**config.mk**
```make
export PLATFORM = sky130hd
export DESIGN_NAME = load_store_unit
export DESIGN_NICKNAME = d
export VERILOG_FILES = /design/src/rtl/lsu_pkg.sv /design/src/rtl/lsu_align.sv /design/src/rtl/load_store_unit.sv
export SDC_FILE = /design/constraint.sdc
export NUM_CORES = 1
export LEC_CHECK = 0
export CAP_MARGIN = 20
export CORE_AREA = 2 2 108 110
export CTS_CLUSTER_DIAMETER = 40
export DETAILED_ROUTE_END_ITERATION = 8
export DIE_AREA = 0 0 110 112
export GPL_TIMING_DRIVEN = 0
export PLACE_DENSITY = 0.85
export SETUP_SLACK_MARGIN = 0.15
export SLEW_MARGIN = 15
export SYNTH_ARGS = -nofsm -noshare
export SYNTH_HDL_FRONTEND = slang
export SYNTH_SLANG_ARGS = --single-unit
```
**constraint.sdc**
```tcl
create_clock -name clk -period 4.68 [get_ports clk]
set_clock_uncertainty 0.1 [all_clocks]
set_input_delay 0.468 -clock clk [delete_from_list [all_inputs] [get_ports clk]]
set_output_delay 0.468 -clock clk [all_outputs]
set_load 0.01 [all_outputs]
```
**src/rtl/lsu_pkg.sv**
```systemverilog
`default_nettype none
// ============================================================================
// Module   : lsu_pkg
// Purpose  : Shared state encoding, access-size codes and legality helper
//            for the load/store unit.
// Revision : 1.0
// ============================================================================
package lsu_pkg;

    typedef enum logic [2:0] {
        ST_IDLE  = 3'd0,
        ST_RD    = 3'd1,
        ST_LATCH = 3'd2,
        ST_WR    = 3'd3,
        ST_RESP  = 3'd4
    } lsu_state_t;

    localparam logic [1:0] SIZE_BYTE = 2'b00;
    localparam logic [1:0] SIZE_HALF = 2'b01;
    localparam logic [1:0] SIZE_WORD = 2'b10;
    localparam logic [1:0] SIZE_RSVD = 2'b11;

    // Reserved size or an address not aligned to the access size.
    function automatic logic req_is_illegal(input logic [1:0] size,
                                            input logic [1:0] offset);
        logic illegal;
        case (size)
            SIZE_BYTE: illegal = 1'b0;
            SIZE_HALF: illegal = offset[0];
            SIZE_WORD: illegal = (offset != 2'b00);
            default:   illegal = 1'b1;
        endcase
        return illegal;
    endfunction

endpackage
`default_nettype wire

```
**src/rtl/lsu_align.sv**
```systemverilog
`default_nettype none
// ============================================================================
// Module   : lsu_align
// Purpose  : Big-endian sub-word extraction/extension for loads and
//            read-modify-write merging for stores (combinational).
// Revision : 1.0
// ============================================================================
module lsu_align (
    input  logic [1:0]  size,
    input  logic        is_unsigned,
    input  logic [1:0]  offset,
    input  logic [31:0] mem_word,
    input  logic [31:0] store_data,
    output logic [31:0] load_data,
    output logic [31:0] merged_word
);
    import lsu_pkg::*;

    logic [4:0]  w_shift;
    logic [31:0] w_mask;
    logic [7:0]  w_byte;
    logic [15:0] w_half;

    always_comb begin
        w_shift   = 5'd0;
        w_mask    = 32'hFFFF_FFFF;
        w_byte    = 8'h00;
        w_half    = 16'h0000;
        load_data = mem_word;
        case (size)
            SIZE_BYTE: begin
                // Offset 0 is the most significant byte: shift = (3 - offset) * 8.
                w_shift   = {~offset, 3'b000};
                w_byte    = 8'(mem_word >> w_shift);
                w_mask    = 32'h0000_00FF << w_shift;
                load_data = is_unsigned ? {24'h000000, w_byte}
                                        : {{24{w_byte[7]}}, w_byte};
            end
            SIZE_HALF: begin
                w_shift   = {~offset[1], 4'b0000};
                w_half    = 16'(mem_word >> w_shift);
                w_mask    = 32'h0000_FFFF << w_shift;
                load_data = is_unsigned ? {16'h0000, w_half}
                                        : {{16{w_half[15]}}, w_half};
            end
            default: ;
        endcase
        merged_word = (mem_word & ~w_mask) | ((store_data << w_shift) & w_mask);
    end

endmodule
`default_nettype wire

```
**src/rtl/load_store_unit.sv**
```systemverilog
`default_nettype none
// ============================================================================
// Module   : load_store_unit
// Purpose  : Single-outstanding load/store unit with big-endian sub-word
//            access and read-modify-write for byte/half stores.
// Revision : 1.0
// ============================================================================
module load_store_unit (
    input  logic        clk,
    input  logic        rst,
    input  logic        req_valid,
    output logic        req_ready,
    input  logic        req_write,
    input  logic [1:0]  req_size,
    input  logic        req_unsigned,
    input  logic [31:0] req_addr,
    input  logic [31:0] req_wdata,
    output logic        resp_valid,
    output logic [31:0] resp_rdata,
    output logic        resp_error,
    output logic [31:0] mem_address,
    output logic        mem_read,
    output logic        mem_write,
    output logic [31:0] mem_word_in,
    input  logic [31:0] mem_word_out
);
    import lsu_pkg::*;

    lsu_state_t  r_state;
    logic        r_write;
    logic        r_unsigned;
    logic [1:0]  r_size;
    logic [31:0] r_addr;
    logic [31:0] r_word;
    logic        r_resp_valid;
    logic        r_resp_error;
    logic [31:0] r_resp_rdata;

    logic [31:0] w_load_data;
    logic [31:0] w_merged_word;

    lsu_align u_align (
        .size        (r_size),
        .is_unsigned (r_unsigned),
        .offset      (r_addr[1:0]),
        .mem_word    (mem_word_out),
        .store_data  (r_word),
        .load_data   (w_load_data),
        .merged_word (w_merged_word)
    );

    always_ff @(posedge clk) begin
        if (rst) begin
            r_state      <= ST_IDLE;
            r_write      <= 1'b0;
            r_unsigned   <= 1'b0;
            r_size       <= SIZE_BYTE;
            r_addr       <= 32'h0;
            r_word       <= 32'h0;
            r_resp_valid <= 1'b0;
            r_resp_error <= 1'b0;
            r_resp_rdata <= 32'h0;
        end else begin
            r_resp_valid <= 1'b0;
            r_resp_error <= 1'b0;
            case (r_state)
                ST_IDLE: begin
                    if (req_valid) begin
                        r_write    <= req_write;
                        r_unsigned <= req_unsigned;
                        r_size     <= req_size;
                        r_addr     <= req_addr;
                        r_word     <= req_wdata;
                        if (req_is_illegal(req_size, req_addr[1:0])) begin
                            r_state      <= ST_RESP;
                            r_resp_valid <= 1'b1;
                            r_resp_error <= 1'b1;
                        end else if (req_write && (req_size == SIZE_WORD)) begin
                            r_state <= ST_WR;
                        end else begin
                            r_state <= ST_RD;
                        end
                    end
                end
                ST_RD: r_state <= ST_LATCH;
                ST_LATCH: begin
                    // Memory data is valid this cycle; stores merge into it, loads extract.
                    if (r_write) begin
                        r_word  <= w_merged_word;
                        r_state <= ST_WR;
                    end else begin
                        r_resp_rdata <= w_load_data;
                        r_resp_valid <= 1'b1;
                        r_state      <= ST_RESP;
                    end
                end
                ST_WR: begin
                    r_resp_valid <= 1'b1;
                    r_state      <= ST_RESP;
                end
                ST_RESP: r_state <= ST_IDLE;
                default: r_state <= ST_IDLE;
            endcase
        end
    end

    // Strobes are gated by reset so an aborted request never touches memory.
    assign mem_read    = (r_state == ST_RD) && !rst;
    assign mem_write   = (r_state == ST_WR) && !rst;
    assign mem_address = {r_addr[31:2], 2'b00};
    assign mem_word_in = r_word;
    assign req_ready   = (r_state == ST_IDLE);
    assign resp_valid  = r_resp_valid;
    assign resp_error  = r_resp_error;
    assign resp_rdata  = r_resp_rdata;

endmodule
`default_nettype wire

```
==> impl_results.md, run 1 <==
- Slowest library cell on the worst path: clkdlybuf4s50_1
- Post-DP HPWL: 14.62 mm
- Gate Count Post-Synth: 648
- Power after layout: 0.002560 W
- # nets final: 963
- Setup crit start kind: input port
- Max FO, Critical Path: 10
- Die Span X: 110 um
- First-pass iteration count of the detailed router: 6
- Post-CTS Setup Bufs: 0
- Final wirelength: 18.79 mm
- Pint: 0.001778 W
- Met1 WL: 7.608 mm
- CTS Buf Count: 9
- Pin count of the biggest net entering global routing: 18
- Final period util: 56.90%
- Port Buffers: 200
- Distinct cells, synth: 47
- P&R area growth vs syn: 47.81%
- Unrepaired setup endpoints after global routing: false
- CTS Hold Bufs: 0
- Pwr dens: 332.7 mW/mm^2
- Core Box Area: 0.01117 mm^2
- Global-route wire length before repair: 28.57 mm
- Reg2Reg Launch Point: r_size[0]
- Max_cap viols: 0
- Synth top area share: 40.38%
- Hold Crit Depth: 2
- Setup Crit Path Kind: input port to output port
- Mapped cell area: 0.005205 mm^2
- Fmax: 0.3755 GHz
- Final Max Tran Viols: 0
- Clk Latency, worst-skew pair: 0.35 ns
- Final Hold Viols: 0
- Top Metal Used: met4
- Comb power frac: 29.3%
- Setup Viol. Count Final: 0
- I/O Pins: 204
- Ys Warns: 0
- FILL cells: 940
- CTS tree: done
- Hold Path Class: flop to flop
- Antenna diodes: 0
- CTS HTree Levels: 3
- CP required: 4.11 ns
- Post-route DRC: 0
- Final min period: 2.663 ns
- Met3 wire len: 1.686 mm
- Sequential power share: 40.6%
- Metal2 WL: 8.846 mm
- Initial antenna violation count: 0
- Area contributors post-synth: dfxtp_1 40%, nand2_1 9.1%, a21oi_1 8.5%, buf_4 5.0%, a22oi_1 3.3%
- Hold path startpoint: r_addr[31]
- Peak VDD IR: 0.2033 mV
- CP Capture Type: output port
- Internal reg-to-reg setup slack: 2.33 ns
- Post-cts resize count: 0
- Detailed Route Iter0 Violations: 609
- Clk pwr share: 30.1%
- Sinks on Clock Net: 105
- Clk buf depth: 2
- Sw frac: 30.53%
- Drt via density: 5.736
- Status: finished, final reports clean
- Net switching power: 0.0007813 W
- Die H: 112 um
- Post-synthesis async set-or-reset flop share: 0%
- GRT Total Usage: 30.16%
- Share of layout cells above drive strength 1: 10.17%
- Avg Cell Area, Syn: 8.032 um^2
- Vias in the first global route: 5,476
- Post-synth EDFFs: 0
- FF+latch count, synth: 105
- Vias: 5,782
- Ys flop type: dfxtp_1
- Fin Setup TNS: 0 ns
- Leakage: 2.905 nW
- Overflow left after global routing: 0
- Reg2reg end: mem_word_in[14]
- Worst-path clk slew: 0.06 ns
- Post-route ant nets: 0
- Die footprint: 0.01232 mm^2
- FP Rows: 39
- Worst r2r path cells: 5
- Register area share after synthesis: 40.38%
- Crit path largest cell delay: 0.51 ns
- Initial Util: 46.58%
- Hold Path Sink: r_addr[31]
- Most used cell, CP: clkbuf_1
- Sequence of cells on the critical path: clkbuf_1, clkbuf_1, nor3_1, clkdlybuf4s50_1
- Data arrival, critical path: 2.10 ns
- Worst Tran Pin Value: 0.8397 ns
- Dominant cell type by area after synthesis: dfxtp_1
- GP Congestion: 0.9810
- WL/cell: 18.64 um
- Clk root buf: clkbuf_16
- Slew headroom: 44.02%
## cell type report
| type | count | area (um^2) | area share (%) |
|---|---|---|---|
| Clock inverter | 6 | 65.06 | 0.8457 |
| Inverter | 13 | 48.80 | 0.6342 |
| Multi-Input combinational cell | 446 | 2572 | 33.44 |
| Buffer | 85 | 485.5 | 6.310 |
| Sequential cell | 105 | 2102 | 27.32 |
| Clock buffer | 10 | 239.0 | 3.106 |
| Tap cell | 143 | 178.9 | 2.326 |
| Timing Repair Buffer | 200 | 2002 | 26.02 |
## cells by family after synthesis
family | synth area share [%]
flops | 40.38
mux | 4.135
other cells | 0.07205
compound gates | 26.06
buf+inv | 10.26
simple gates | 19.09
## layout by cell type (no fill, tap or decap), types with 9 or more instances in the layout
master,count
clkdlybuf4s50_1,200
nand2_1,126
dfxtp_1,105
a21oi_1,88
nor2_1,45
buf_4,35
clkbuf_1,29
o21ai_0,25
a22oi_1,23
o221ai_1,17
buf_2,16
a311oi_1,16
inv_1,13
nor3_1,11
nor2b_1,10
clkbuf_16,9
## worst max-delay path: cells and delay by family
family | cells | cell delay (ns)
buffers and inverters | 3 | 1.49
AND/OR/NAND/NOR | 1 | 0.13
## layer usage
layer | global-route usage [%] | vias to the layer above
li1 | - | 2702
met4 | 12.91 | 0
met2 | 48.14 | 326
met1 | 39.50 | 2702
met5 | 0 | -
met3 | 5.621 | 52
## cells in the mapped netlist (2+ instances only)
master,instances
a211oi_1,8
a21oi_1,88
a22o_1,7
a22oi_1,23
a311oi_1,16
a31oi_1,2
buf_1,3
buf_2,16
buf_4,35
buf_6,2
clkbuf_1,29
dfxtp_1,105
inv_1,13
mux2_2,8
mux2i_1,8
mux4_2,2
nand2_1,126
nor2_1,45
nor2b_1,10
nor3_1,11
nor3_2,3
nor4_1,8
o21ai_0,25
o221ai_1,17
o2bb2ai_1,8
o311a_1,2
or3_1,8
## through the flow
stage	utilization (%)	instances	hold slack, ns	worst slack, ns	instance area, um^2
2_1_floorplan	-	649	0.3363	2.805	5209
3_3_place_gp	66.13	992	0.3423	2.015	7390
3_5_place_dp	66.13	992	0.3489	2.031	7390
4_1_cts	68.85	1008	0.3580	2.020	7694
5_1_grt	68.85	1008	0.3787	1.876	7694
6_report	68.85	1008	0.3553	2.017	7694
## worst max-delay path by stage
stage	cells after the start	start	slack, ns	endpoint
after floorplan	6	r_addr[0]	2.80	resp_rdata[20]
after global placement	4	rst	2.01	mem_read
after detailed placement	4	rst	2.03	mem_read
after CTS	4	rst	2.02	mem_read
after global routing	4	r_state[0]	1.88	mem_read
final	4	rst	2.02	mem_read
## power groups by stage
| stage | sequential (W) | clock (W) | combinational [W] |
|---|---|---|---|
| 2_1_floorplan | 0.00107 | 0 | 0.000359 |
| 3_3_place_gp | 0.00105 | 0 | 0.000722 |
| 3_5_place_dp | 0.00106 | 0 | 0.000737 |
| 4_1_cts | 0.00104 | 0.000773 | 0.000741 |
| 5_1_grt | 0.00105 | 0.000814 | 0.000803 |
| 6_report | 0.00104 | 0.000771 | 0.000751 |
No activity file was read; power rests on OpenSTA's default activity.
==> run 2: changes to the inputs <==
--- a/config.mk
+++ b/config.mk
@@ -6,12 +6,12 @@
 export NUM_CORES = 1
 export LEC_CHECK = 0
 export CAP_MARGIN = 20
-export CORE_AREA = 2 2 108 110
+export CORE_AREA = 2 2 118 120
 export CTS_CLUSTER_DIAMETER = 40
 export DETAILED_ROUTE_END_ITERATION = 8
-export DIE_AREA = 0 0 110 112
+export DIE_AREA = 0 0 120 122
 export GPL_TIMING_DRIVEN = 0
-export PLACE_DENSITY = 0.85
+export PLACE_DENSITY = 0.76
 export SETUP_SLACK_MARGIN = 0.15
 export SLEW_MARGIN = 15
 export SYNTH_ARGS = -nofsm -noshare
==> constraint.sdc (replaced) <==
create_clock -name clk -period 2.35 [get_ports clk]
set_clock_uncertainty 0.1 [all_clocks]
set_input_delay 0.235 -clock clk [delete_from_list [all_inputs] [get_ports clk]]
set_output_delay 0.235 -clock clk [all_outputs]
set_load 0.01 [all_outputs]
==> impl_results.md, run 2 (synthesis results as in run 1) <==
- Initial Util: 38.54% (was 46.58%)
- Post-route ant nets: 0 (unchanged)
- Final Max Tran Viols: 0 (unchanged)
- Drt via density: 5.389 (was 5.736)
- Share of layout cells above drive strength 1: 11.43% (was 10.17%)
- Crit path largest cell delay: 0.52 ns (was 0.51 ns)
- Final core occ: 57.67% (was 68.85%)
- Setup Crit Path Kind: input port to output port (unchanged)
- Worst-path clk slew: 0.07 ns (was 0.06 ns)
- Die Span X: 120 um (was 110 um)
- Metal2 WL: 8.644 mm (was 8.846 mm)
- Worst Tran Pin Value: 0.8211 ns (was 0.8397 ns)
- Hold Crit Depth: 3 (was 2)
- Status: finished, final reports clean (unchanged)
- Hold path startpoint: req_addr[18] (was r_addr[31])
- Reg2reg end: resp_rdata[4] (was mem_word_in[14])
- Final period util: 93.79%
- Slew headroom: 45.12% (was 44.02%)
- WL/cell: 17.96 um (was 18.64 um)
- Reg2Reg Launch Point: r_state[2] (was r_size[0])
- Vias: 5,637 (was 5,782)
- Commonest non-fill, non-tap cell in the layout: clkdlybuf4s50_1 (unchanged)
- CP required: 2.02 ns (was 4.11 ns)
- Final min period: 2.204 ns
- Data arrival, critical path: 1.87 ns (was 2.10 ns)
- Placed instance area: 0.007436 mm^2 (was 0.007390 mm^2)
- Leakage: 2.923 nW (was 2.905 nW)
- Clk Latency, worst-skew pair: 0.36 ns (was 0.35 ns)
- Worst r2r path cells: 5 (unchanged)
- Global-route wire length before repair: 28.13 mm (was 28.57 mm)
- Max_cap viols: 0 (unchanged)
- Max FO, Critical Path: 10 (unchanged)
- Antenna diodes: 0 (unchanged)
- Sequence of cells on the critical path: clkbuf_1, clkbuf_1, nor3_1, clkdlybuf4s50_1 (unchanged)
- Final wirelength: 18.79 mm (about the same)
- Fin worst setup slack: 0.1459 ns (was 2.017 ns)
- First-pass iteration count of the detailed router: 6 (unchanged)
- CTS Buf Count: 9 (unchanged)
- # nets final: 964 (was 963)
- CP Capture Type: output port (unchanged)
- Setup Viol. Count Final: 0 (unchanged)
- Pwr dens: 656.5 mW/mm^2 (was 332.7 mW/mm^2)
- Vias in the first global route: 5,359 (was 5,476)
- Worst hold slack: 0.3162 ns (was 0.3553 ns)
- Hold Path Class: input port to flop (was flop to flop)
- Clk root buf: clkbuf_16 (unchanged)
- I/O Pins: 204 (unchanged)
- Setup crit start kind: input port (unchanged)
- FP Rows: 43 (was 39)
- Top Metal Used: met4 (unchanged)
- Most used cell, CP: clkbuf_1 (unchanged)
- Post-DP HPWL: 14.22 mm (was 14.62 mm)
- Slowest library cell on the worst path: clkbuf_1 (was clkdlybuf4s50_1)
- Peak VDD IR: 0.4009 mV (was 0.2033 mV)
- Port Buffers: 200 (unchanged)
- GRT Total Usage: 24.88% (was 30.16%)
- Pre-CTS setup slack: -0.001634 ns (was 2.031 ns)
- Hold Path Sink: r_addr[18] (was r_addr[31])
- Fin Setup TNS: 0 ns (unchanged)
- GP Congestion: 0.9551 (was 0.9810)
- Final Hold Viols: 0 (unchanged)
- Initial antenna violation count: 0 (unchanged)
- Unrepaired setup endpoints after global routing: true (was false)
- Post-route DRC: 0 (unchanged)
- Met1 WL: 7.905 mm (was 7.608 mm)
- Internal reg-to-reg setup slack: 0.27 ns (was 2.33 ns)
- Pin count of the biggest net entering global routing: 18 (unchanged)
- CTS tree: done (unchanged)
- Overflow left after global routing: 0 (unchanged)
- Sinks on Clock Net: 105 (unchanged)
- Die footprint: 0.01464 mm^2 (was 0.01232 mm^2)
- Core Box Area: 0.01350 mm^2 (was 0.01117 mm^2)
- Detailed Route Iter0 Violations: 504 (was 609)
- P&R area growth vs syn: 49.62% (was 47.81%)
- Met3 wire len: 1.504 mm (was 1.686 mm)
- Commonest non-fill, non-tap cells in the layout: 200 x clkdlybuf4s50_1, 126 x nand2_1, 104 x dfxtp_1 (was 200 x clkdlybuf4s50_1, 126 x nand2_1, 105 x dfxtp_1)
- Die H: 122 um (was 112 um)
- Design Area, Final: 0.007787 mm^2 (was 0.007694 mm^2)
- CTS HTree Levels: 3 (unchanged)
- Clk buf depth: 2 (unchanged)
- Fmax: 0.4537 GHz
run 2: final cells by class:
cell class,instances,area (um^2)
buffer,85,496.7
tap,180,225.2
clock inverter,6,65.06
sequential,105,2103
clock buffer,10,239.0
timing repair buffer,201,2009
multi-input combinational,446,2596
fill,1227,5717
inverter,13,52.55
run 2: worst max-delay path, delay by kind of cell:
kind          cells  cell delay [ns]
buf+inv           3             1.51
simple gates      1             0.12
run 2: stage by stage:
| step | power, W | std cells |
|---|---|---|
| 2_1_floorplan | 0.002840 | 649 |
| 3_3_place_gp | 0.003544 | 1029 |
| 3_5_place_dp | 0.003562 | 1029 |
| 4_1_cts | 0.005105 | 1045 |
| 5_1_grt | 0.005343 | 1046 |
| 6_report | 0.005112 | 1046 |
run 2: timing repair:
action,in CTS,in global routing
setup buffers,0,1
gates cloned,0,0
pin swaps,0,1
setup endpoints to repair,15,35
gates resized for setup,5,12
hold buffers,0,0
run 2: worst max-delay path by stage:
stage,from,cells after the start,end
2_1_floorplan,r_addr[0],6,resp_rdata[20]
3_3_place_gp,mem_word_out[23],5,resp_rdata[22]
3_5_place_dp,req_valid,6,mem_word_in[13]
4_1_cts,rst,4,mem_read
5_1_grt,r_state[2],4,mem_write
6_report,rst,4,mem_read
run 2: metal layers:
layer | track usage [%] | up-vias
met3 | 5.665 | 56
met1 | 32.12 | 2593
met4 | 12.06 | 0
li1 | - | 2702
met5 | 0 | -
met2 | 39.31 | 286
run 2: power breakdown:
group / total [W] / internal [W] / switching, W
clock: 0.00156 / 0.000857 / 0.000698
combinational: 0.00149 / 0.000744 / 0.000751
sequential: 0.00206 / 0.00195 / 0.000116
